==> src/rtl/ctrl_pipe_hazard.sv <==
// ctrl_pipe_hazard: carries main-decoder control bundles through the ID/EX,
// EX/MEM and MEM/WB control registers and generates load-use stall and
// taken-branch flush steering for the 5-stage RV32 core.
//
// Ports:
//   clk, reset              core clock, synchronous active-high reset
//   id_valid, id_ctrl       ID-stage instruction valid and control bundle
//                           {Branch,MemRead,MemtoReg,MemWrite,ALUSrc,RegWrite,ALUOp[1:0]}
//   id_rs1, id_rs2, id_rd   ID-stage register indices
//   ex_zero                 ALU zero flag of the instruction in EX
//   ex_*                    EX-stage control (ALUSrc, ALUOp, rd)
//   mem_*                   MEM-stage control (MemRead, MemWrite, PCSrc)
//   wb_*                    WB-stage control (RegWrite, MemtoReg, rd)
//   PCWrite, IF_ID_Write    PC / IF-ID load enables (low during load-use stall)
//   IF_ID_Flush             IF/ID loads a NOP (taken branch)
//   stall_cnt, flush_cnt    saturating event counters, only with CTRL_PIPE_PERF_EN
//
// Optional feature macro: CTRL_PIPE_PERF_EN (adds CNT_W parameter and counters).

module ctrl_pipe_hazard #(
    parameter int unsigned REG_AW = 5
`ifdef CTRL_PIPE_PERF_EN
    ,
    parameter int unsigned CNT_W  = 16
`endif
) (
    input  logic              clk,
    input  logic              reset,
    input  logic              id_valid,
    input  logic [7:0]        id_ctrl,
    input  logic [REG_AW-1:0] id_rs1,
    input  logic [REG_AW-1:0] id_rs2,
    input  logic [REG_AW-1:0] id_rd,
    input  logic              ex_zero,
    output logic              ex_ALUSrc,
    output logic [1:0]        ex_ALUOp,
    output logic [REG_AW-1:0] ex_rd,
    output logic              mem_MemRead,
    output logic              mem_MemWrite,
    output logic              mem_PCSrc,
    output logic              wb_RegWrite,
    output logic              wb_MemtoReg,
    output logic [REG_AW-1:0] wb_rd,
    output logic              PCWrite,
    output logic              IF_ID_Write,
    output logic              IF_ID_Flush
`ifdef CTRL_PIPE_PERF_EN
    ,
    output logic [CNT_W-1:0]  stall_cnt,
    output logic [CNT_W-1:0]  flush_cnt
`endif
);

    // id_ctrl bit positions
    localparam int unsigned B_BRANCH   = 7;
    localparam int unsigned B_MEMREAD  = 6;
    localparam int unsigned B_MEMTOREG = 5;
    localparam int unsigned B_MEMWRITE = 4;
    localparam int unsigned B_ALUSRC   = 3;
    localparam int unsigned B_REGWRITE = 2;

    // ID/EX
    logic              ie_valid;
    logic [7:0]        ie_ctrl;
    logic [REG_AW-1:0] ie_rd;
    // EX/MEM
    logic              em_valid, em_branch, em_memread, em_memwrite;
    logic              em_memtoreg, em_regwrite, em_zero;
    logic [REG_AW-1:0] em_rd;
    // MEM/WB
    logic              mw_valid, mw_regwrite, mw_memtoreg;
    logic [REG_AW-1:0] mw_rd;

    logic              hazard;
    logic              pcsrc;
    logic [7:0]        id_ctrl_san;
    logic [REG_AW-1:0] id_rd_san;

    // Hazard detection, branch resolution and steering
    always_comb begin
        hazard      = 1'b0;
        pcsrc       = 1'b0;
        PCWrite     = 1'b1;
        IF_ID_Write = 1'b1;
        IF_ID_Flush = 1'b0;

        // rs2 is compared for every format; a spurious stall is harmless
        hazard = ie_valid & ie_ctrl[B_MEMREAD] & (ie_rd != '0) & id_valid &
                 ((ie_rd == id_rs1) | (ie_rd == id_rs2));
        pcsrc  = em_valid & em_branch & em_zero;

        // A flush squashes the stalled instruction, so it overrides the stall
        if (pcsrc) begin
            IF_ID_Flush = 1'b1;
        end else if (hazard) begin
            PCWrite     = 1'b0;
            IF_ID_Write = 1'b0;
        end
    end

    // Decoder don't-cares are zeroed so they never reach the datapath
    always_comb begin
        id_ctrl_san             = id_ctrl;
        id_ctrl_san[B_MEMTOREG] = id_ctrl[B_MEMTOREG] & id_ctrl[B_REGWRITE];
        id_rd_san               = id_ctrl[B_REGWRITE] ? id_rd : '0;
    end

    // Stage registers
    always_ff @(posedge clk) begin
        if (reset) begin
            ie_valid    <= 1'b0;
            ie_ctrl     <= '0;
            ie_rd       <= '0;
            em_valid    <= 1'b0;
            em_branch   <= 1'b0;
            em_memread  <= 1'b0;
            em_memwrite <= 1'b0;
            em_memtoreg <= 1'b0;
            em_regwrite <= 1'b0;
            em_zero     <= 1'b0;
            em_rd       <= '0;
            mw_valid    <= 1'b0;
            mw_regwrite <= 1'b0;
            mw_memtoreg <= 1'b0;
            mw_rd       <= '0;
        end else begin
            if (!id_valid || hazard || pcsrc) begin
                ie_valid <= 1'b0;
                ie_ctrl  <= '0;
                ie_rd    <= '0;
            end else begin
                ie_valid <= 1'b1;
                ie_ctrl  <= id_ctrl_san;
                ie_rd    <= id_rd_san;
            end

            if (pcsrc) begin
                em_valid    <= 1'b0;
                em_branch   <= 1'b0;
                em_memread  <= 1'b0;
                em_memwrite <= 1'b0;
                em_memtoreg <= 1'b0;
                em_regwrite <= 1'b0;
                em_zero     <= 1'b0;
                em_rd       <= '0;
            end else begin
                em_valid    <= ie_valid;
                em_branch   <= ie_ctrl[B_BRANCH];
                em_memread  <= ie_ctrl[B_MEMREAD];
                em_memwrite <= ie_ctrl[B_MEMWRITE];
                em_memtoreg <= ie_ctrl[B_MEMTOREG];
                em_regwrite <= ie_ctrl[B_REGWRITE];
                em_zero     <= ex_zero;
                em_rd       <= ie_rd;
            end

            mw_valid    <= em_valid;
            mw_regwrite <= em_regwrite;
            mw_memtoreg <= em_memtoreg;
            mw_rd       <= em_rd;
        end
    end

    assign ex_ALUSrc    = ie_ctrl[B_ALUSRC];
    assign ex_ALUOp     = ie_ctrl[1:0];
    assign ex_rd        = ie_rd;
    assign mem_MemRead  = em_memread;
    assign mem_MemWrite = em_memwrite;
    assign mem_PCSrc    = pcsrc;
    assign wb_RegWrite  = mw_valid & mw_regwrite;
    assign wb_MemtoReg  = mw_memtoreg;
    assign wb_rd        = mw_rd;

`ifdef CTRL_PIPE_PERF_EN
    // Saturating stall / flush event counters
    always_ff @(posedge clk) begin
        if (reset) begin
            stall_cnt <= '0;
            flush_cnt <= '0;
        end else begin
            if (hazard && !pcsrc && (stall_cnt != '1)) begin
                stall_cnt <= stall_cnt + CNT_W'(1);
            end
            if (pcsrc && (flush_cnt != '1)) begin
                flush_cnt <= flush_cnt + CNT_W'(1);
            end
        end
    end
`else
    // No performance counters in this build
`endif

endmodule

==> config.mk <==
export PLATFORM = sky130hd
export DESIGN_NAME = ctrl_pipe_hazard
export DESIGN_NICKNAME = d
export VERILOG_FILES = /design/src/rtl/ctrl_pipe_hazard.sv
export SDC_FILE = /design/constraint.sdc
export NUM_CORES = 1
export LEC_CHECK = 0
export CAP_MARGIN = 40
export CORE_ASPECT_RATIO = 0.9
export CORE_MARGIN = 8
export CORE_UTILIZATION = 43
export CTS_BUF_LIST = sky130_fd_sc_hd__clkbuf_2
export DETAILED_ROUTE_END_ITERATION = 8
export PLACE_DENSITY = 0.8
export SLEW_MARGIN = 20
export SYNTH_ARGS = -nofsm -noshare
export SYNTH_HDL_FRONTEND = slang
export SYNTH_SLANG_ARGS = --single-unit
==> constraint.sdc <==
create_clock -name clk -period 2.18 [get_ports clk]
set_clock_uncertainty 0.15 [all_clocks]
set_input_delay 0.436 -clock clk [delete_from_list [all_inputs] [get_ports clk]]
set_output_delay 0.436 -clock clk [all_outputs]
set_load 0.02 [all_outputs]
==> impl_metrics.toml <==
[sta]
fin_crit_sh_pct = 107
relSlewSlack_pct = 68.2
setup_viol = 2
fin_hold_ws_ns = 0.292
tightest_slew_ns = 0.476
hold_viol_final = 0
setup_ws_ns = -0.146
drv_slew = 0
fmax_mhz = 430
fin_crit_ns = 2.33
finalSetupTns_ns = -0.292
rsz0062_at_grt = "true"

[worst_setup_path]
cp.required_ns = 1.59
critPathMaxFanout = 2
r2r_slack_ns = 0.41
cp-start-kind = "input port"
critPathKind = "in -> out"
cp.arrival_ns = 1.74
end_kind = "primary output"

[clock_network]
clock_path_buffers = 2
root_buffer = "clkbuf_2"
htree_num_levels = 2
path_clk_slew_ns = 0.13
ctsHoldBuffers = 0
clk_latency_ns = 0.35
cts.sinks = 34
cts_buffers = 5
cts_tree = "done"

[power]
switching_share_pct = 22.2
ir_drop_v = 0.000422
power_frac_comb_pct = 12.1
p_clk_share_pct = 23.8
power_density_mw_per_mm2 = 568
p_sw_mw = 0.222
pwr-share-seq_pct = 64.2
power.leakage_nw = 0.738
power_mw = 1.00
p_int_mw = 0.780

[synth]
synth_top_area_share_pct = 58.4
synthesis.instances = 100
synth.area.top_cells = "dfxtp_1 (58%), and2_1 (6.4%), nor3b_2 (6.4%)"
syn_area_mm2 = 0.00117
synth_nets = 127
synth_area_leader_cell = "dfxtp_1"
yosysUniqueCellTypes = 20
seq_area_frac_synth_pct = 58.4
syn_avg_cell_area_um2 = 11.7
synth-seq-cells = 34
synth-warning-count = 0

[placement]
place_ws_ns = -0.545
gp_congestion = 0.734
place_inst = 178
dpl.hpwl_mm = 1.89
place_area_mm2 = 0.00169
numPortBuffers = 47

[cells_and_area]
layout.nets = 185
fin_cells = 187
utilization_pct = 66.4
area_growth_pct = 51.4
drive_above_1_share_pct = 21.7
stdcell_area_mm2 = 0.00177
num_antenna_cells = 0

[routing]
avgRoutedWirePerCell_um = 12.4
via_count = 834
drt-pass1-iter-count = 4
via_per_inst = 4.46
first_iter_violations = 15
routed_wirelength_mm = 2.31
remaining_drc_errors = 0
ant_nets = 0

[job]
cap_violations = 0

[global_route]
grt_usage_pct = 10.4
overflow = 0
grt_pass1_vias = 846
grt_pass1_wl_mm = 3.73
antenna_found_initial = 0
grt_max_degree = 15

[floorplanning]
die_w_um = 70.9
die_area_mm2 = 0.00464
ios = 48
rows = 18
chipHeight_um = 65.4
core_mm2 = 0.00266
initial_core_util_pct = 43.9

[outcome]
status = "finished with violations"
violations = "negative setup slack"

[min_path]
hold_class = "reg -> reg"
-- cell usage after synthesis (all sizes together) --
master / instances
a21oi: 1
and2: 13
buf: 5
clkbuf: 1
dfxtp: 34
inv: 1
nand2: 3
nand3: 4
nor2: 3
nor2b: 9
nor3: 3
nor3b: 11
o2111ai: 1
or4: 1
xnor2: 4
xor2: 6
-- logic make-up after synthesis --
logic type                synth area share (%)
buffers and inverters                     4.18
xor gates and xnor gates                  7.51
AOI/OAI and AO/OA                         2.04
DFF                                       58.4
and+or+nand+nor                           27.9
-- final timing paths --
kind / from / to / cells after the start
max: id_rs2[0] / PCWrite / 7
min: ie_ctrl[4] / mem_MemWrite / 1
min reg2reg: ie_ctrl[4] / mem_MemWrite / 1
max reg2reg: ex_rd[1] / ie_ctrl[3] / 5
-- power by group through the flow --
stage          Combinational (mW)  Clock, mW  Sequential, mW
2_1_floorplan              0.0386          0           0.665
3_3_place_gp                0.116          0           0.657
3_5_place_dp                0.119          0           0.657
4_1_cts                     0.118      0.249           0.643
5_1_grt                     0.130      0.280           0.646
6_report                    0.121      0.238           0.643
-- critical path: stages --
cell and delay [ns]:
clkdlybuf4s50_1 0.43, xor2_1 0.15, nor3_1 0.18, nand3_1 0.11, a21oi_2 0.20, nand2_2 0.10
buf_6 0.14
-- layout make-up --
class                      count  area (µm²)
clock buffer                   5        25.0
clock inverter                 1        3.75
fill                         221         892
inverter                       1        3.75
multi-input combinational     59         452
sequential                    34         684
tap                           30        37.5
timing repair buffer          57         559
-- timing repair --
| action | in CTS | in global routing |
|---|---|---|
| pin swaps | 4 | 4 |
| setup endpoints to repair | 4 | 2 |
| buffers inserted | 0 | 3 |
| gates resized for setup | 18 | 6 |
-- flip-flops by register name (all words and copies together) (netlist names), 5 cells and up --
signal	count
wb_rd	5
ex_rd	5
ie_ctrl	8
em_rd	5
-- per-layer routing --
metal  vias to the layer above  routed length, µm  GRT usage [%]
met3                         4                283           8.36
met5                         -                  0              0
met2                        34               1150           17.5
met4                         0                 14           3.89
met1                       363                860           9.34
li1                        433                  -              -
-- placed cells by master, fill, tap and decap left out, drive strengths merged, types with 2 or more instances in the layout --
cell type	instances
clkdlybuf4s50	39
dfxtp	34
and2	13
buf	12
nor3b	11
nor2b	9
xor2	6
clkbuf	5
nand3	4
xnor2	4
dlygate4sd2	4
nor2	3
nor3	3
nand2	3
dlymetal6s2s	2
Power figures use the tool's default switching activity.
==> RTL change, RTL diff (config.mk and constraints unchanged) <==
Add a define of `CTRL_PIPE_PERF_EN`.
--- a/src/rtl/ctrl_pipe_hazard.sv
+++ b/src/rtl/ctrl_pipe_hazard.sv
@@ -18,2 +18,4 @@
 // Optional feature macro: CTRL_PIPE_PERF_EN (adds CNT_W parameter and counters).
+
+`define CTRL_PIPE_PERF_EN
 
Check against the original RTL (old outputs only; new: flush_cnt and stall_cnt): equivalent (equiv_simple and equiv_induct, registers matched by name and starting in step).
==> RTL change against the unedited design <==
- the run still ends with setup timing left
- synthesized cell count rose to 2.8 times the old value
- setup slack got worse by 0.15 ns
- clock power rose to 3.5 times the old value
- via count rose to 2.9 times the old value
- register-to-register slack got worse by 0.53 ns
- wire length rose to 3.0 times the old value
- fmax fell by 5.9%
- power rose by 120%
- sequential cell count rose by 32
- synthesized area rose by 130%
- cell area rose by 130%
- global-route usage rose by 5.5 points
==> RTL change: results (changes against the unedited design) <==
Parameter                              Value

Outcome
  Status ... finished, violations left (unchanged)
  Failing checks ... setup timing (unchanged)

Placed design
  Routability congestion estimate ... 0.812 (was 0.734)

Global route
  Routing usage on met3 ... 6.32% (was 8.36%)
  Combined global-route utilization of all metal layers ... 16.0% (was 10.4%)
  Largest net degree at the start of global routing ... 31 (was 15)
  Vias in the first global route ... 2402 (was 846)
  Global-route wire length before repair ... 11600 µm (was 3730 µm)

Synthesis
  Compound-gate portion of the synthesized area ... 5.37% (was 2.04%)
  Post-synthesis sequential area ratio ... 49.7% (was 58.4%)
  Adder and majority cell fraction of the synthesized area ... 0.942% (was 0%)
  Ranking of synthesized cells by instance count ... 66 x sky130_fd_sc_hd__dfxtp_1, 29 x sky130_fd_sc_hd__nor2_1, 21 x sky130_fd_sc_hd__and2_1 (was 34 x sky130_fd_sc_hd__dfxtp_1, 12 x sky130_fd_sc_hd__and2_1, 9 x sky130_fd_sc_hd__nor2b_1)
  Number of distinct library cell variants in the gate-level netlist after synthesis ... 40 (was 20)

Critical path
  CP max FO ... 3 (was 2)
  RR Startpoint ... ex_rd[0]$_SDFF_PP0_ (was ex_rd[1]$_SDFF_PP0_)
  Worst r2r path cells ... 12 (was 5)
  Endpoint of the worst register-to-register path ... stall_cnt[11]$_SDFFE_PP0P_ (was ie_ctrl[3]$_SDFF_PP0_)
  Critical setup path kind ... reg -> out (was in -> out)

STA
  Count of endpoints failing setup in the final report ... 5 (was 2)
  Least-Margin Pin Slew ... 0.574 ns (was 0.476 ns)
  Setup TNS ... -0.868 ns (was -0.292 ns)
  PnR worst setup slack ... -0.291 ns (was -0.146 ns)

Clocking
  Clock latency on the worst-skew pair ... 0.47 ns (was 0.35 ns)
  Number of gates resized after CTS ... 54 (was 18)

Finish
  Post-route standard cell area excluding fillers ... 0.00401 mm² (was 0.00177 mm²)
  Number of nets in the final layout ... 412 (was 185)

Route
  Number of design-rule violations left by the first detailed-router iteration ... 79 (was 15)
  Post-Route WL ... 6980 µm (was 2310 µm)

Min path
  Hold path endpoint ... wb_rd[2]$_SDFF_PP0_ (was mem_MemWrite$_SDFF_PP0_)
==> RTL change: report_power, final <==
group	switching [mW]	internal (mW)
sequential	0.00679	1.22
clock	0.452	0.378
combinational	0.0695	0.0895
==> RTL change: area by class of cell <==
| cell class | instances | share of cell area (%) |
|---|---|---|
| multi-input combinational | 196 | 35.3 |
| tap | 72 | 2.25 |
| inverter | 5 | 0.468 |
| timing repair buffer | 105 | 25.3 |
| clock buffer | 9 | 1.12 |
| sequential | 66 | 33.2 |
| clock inverter | 7 | 2.34 |
==> RTL change: routing by layer <==
layer	vias to the layer above	share of wire [%]	wire length, µm
met5	-	0	0
met4	0	2.3	159
met3	15	6.7	470
met2	86	49	3450
met1	1115	41	2900
li1	1162	-	-
==> RTL change: critical path, delay by kind of cell (launching register included) <==
kind	cells	cell delay, ns
compound gates	1	0.33
buf+inv	2	0.21
flops	1	0.36
simple gates	3	0.52
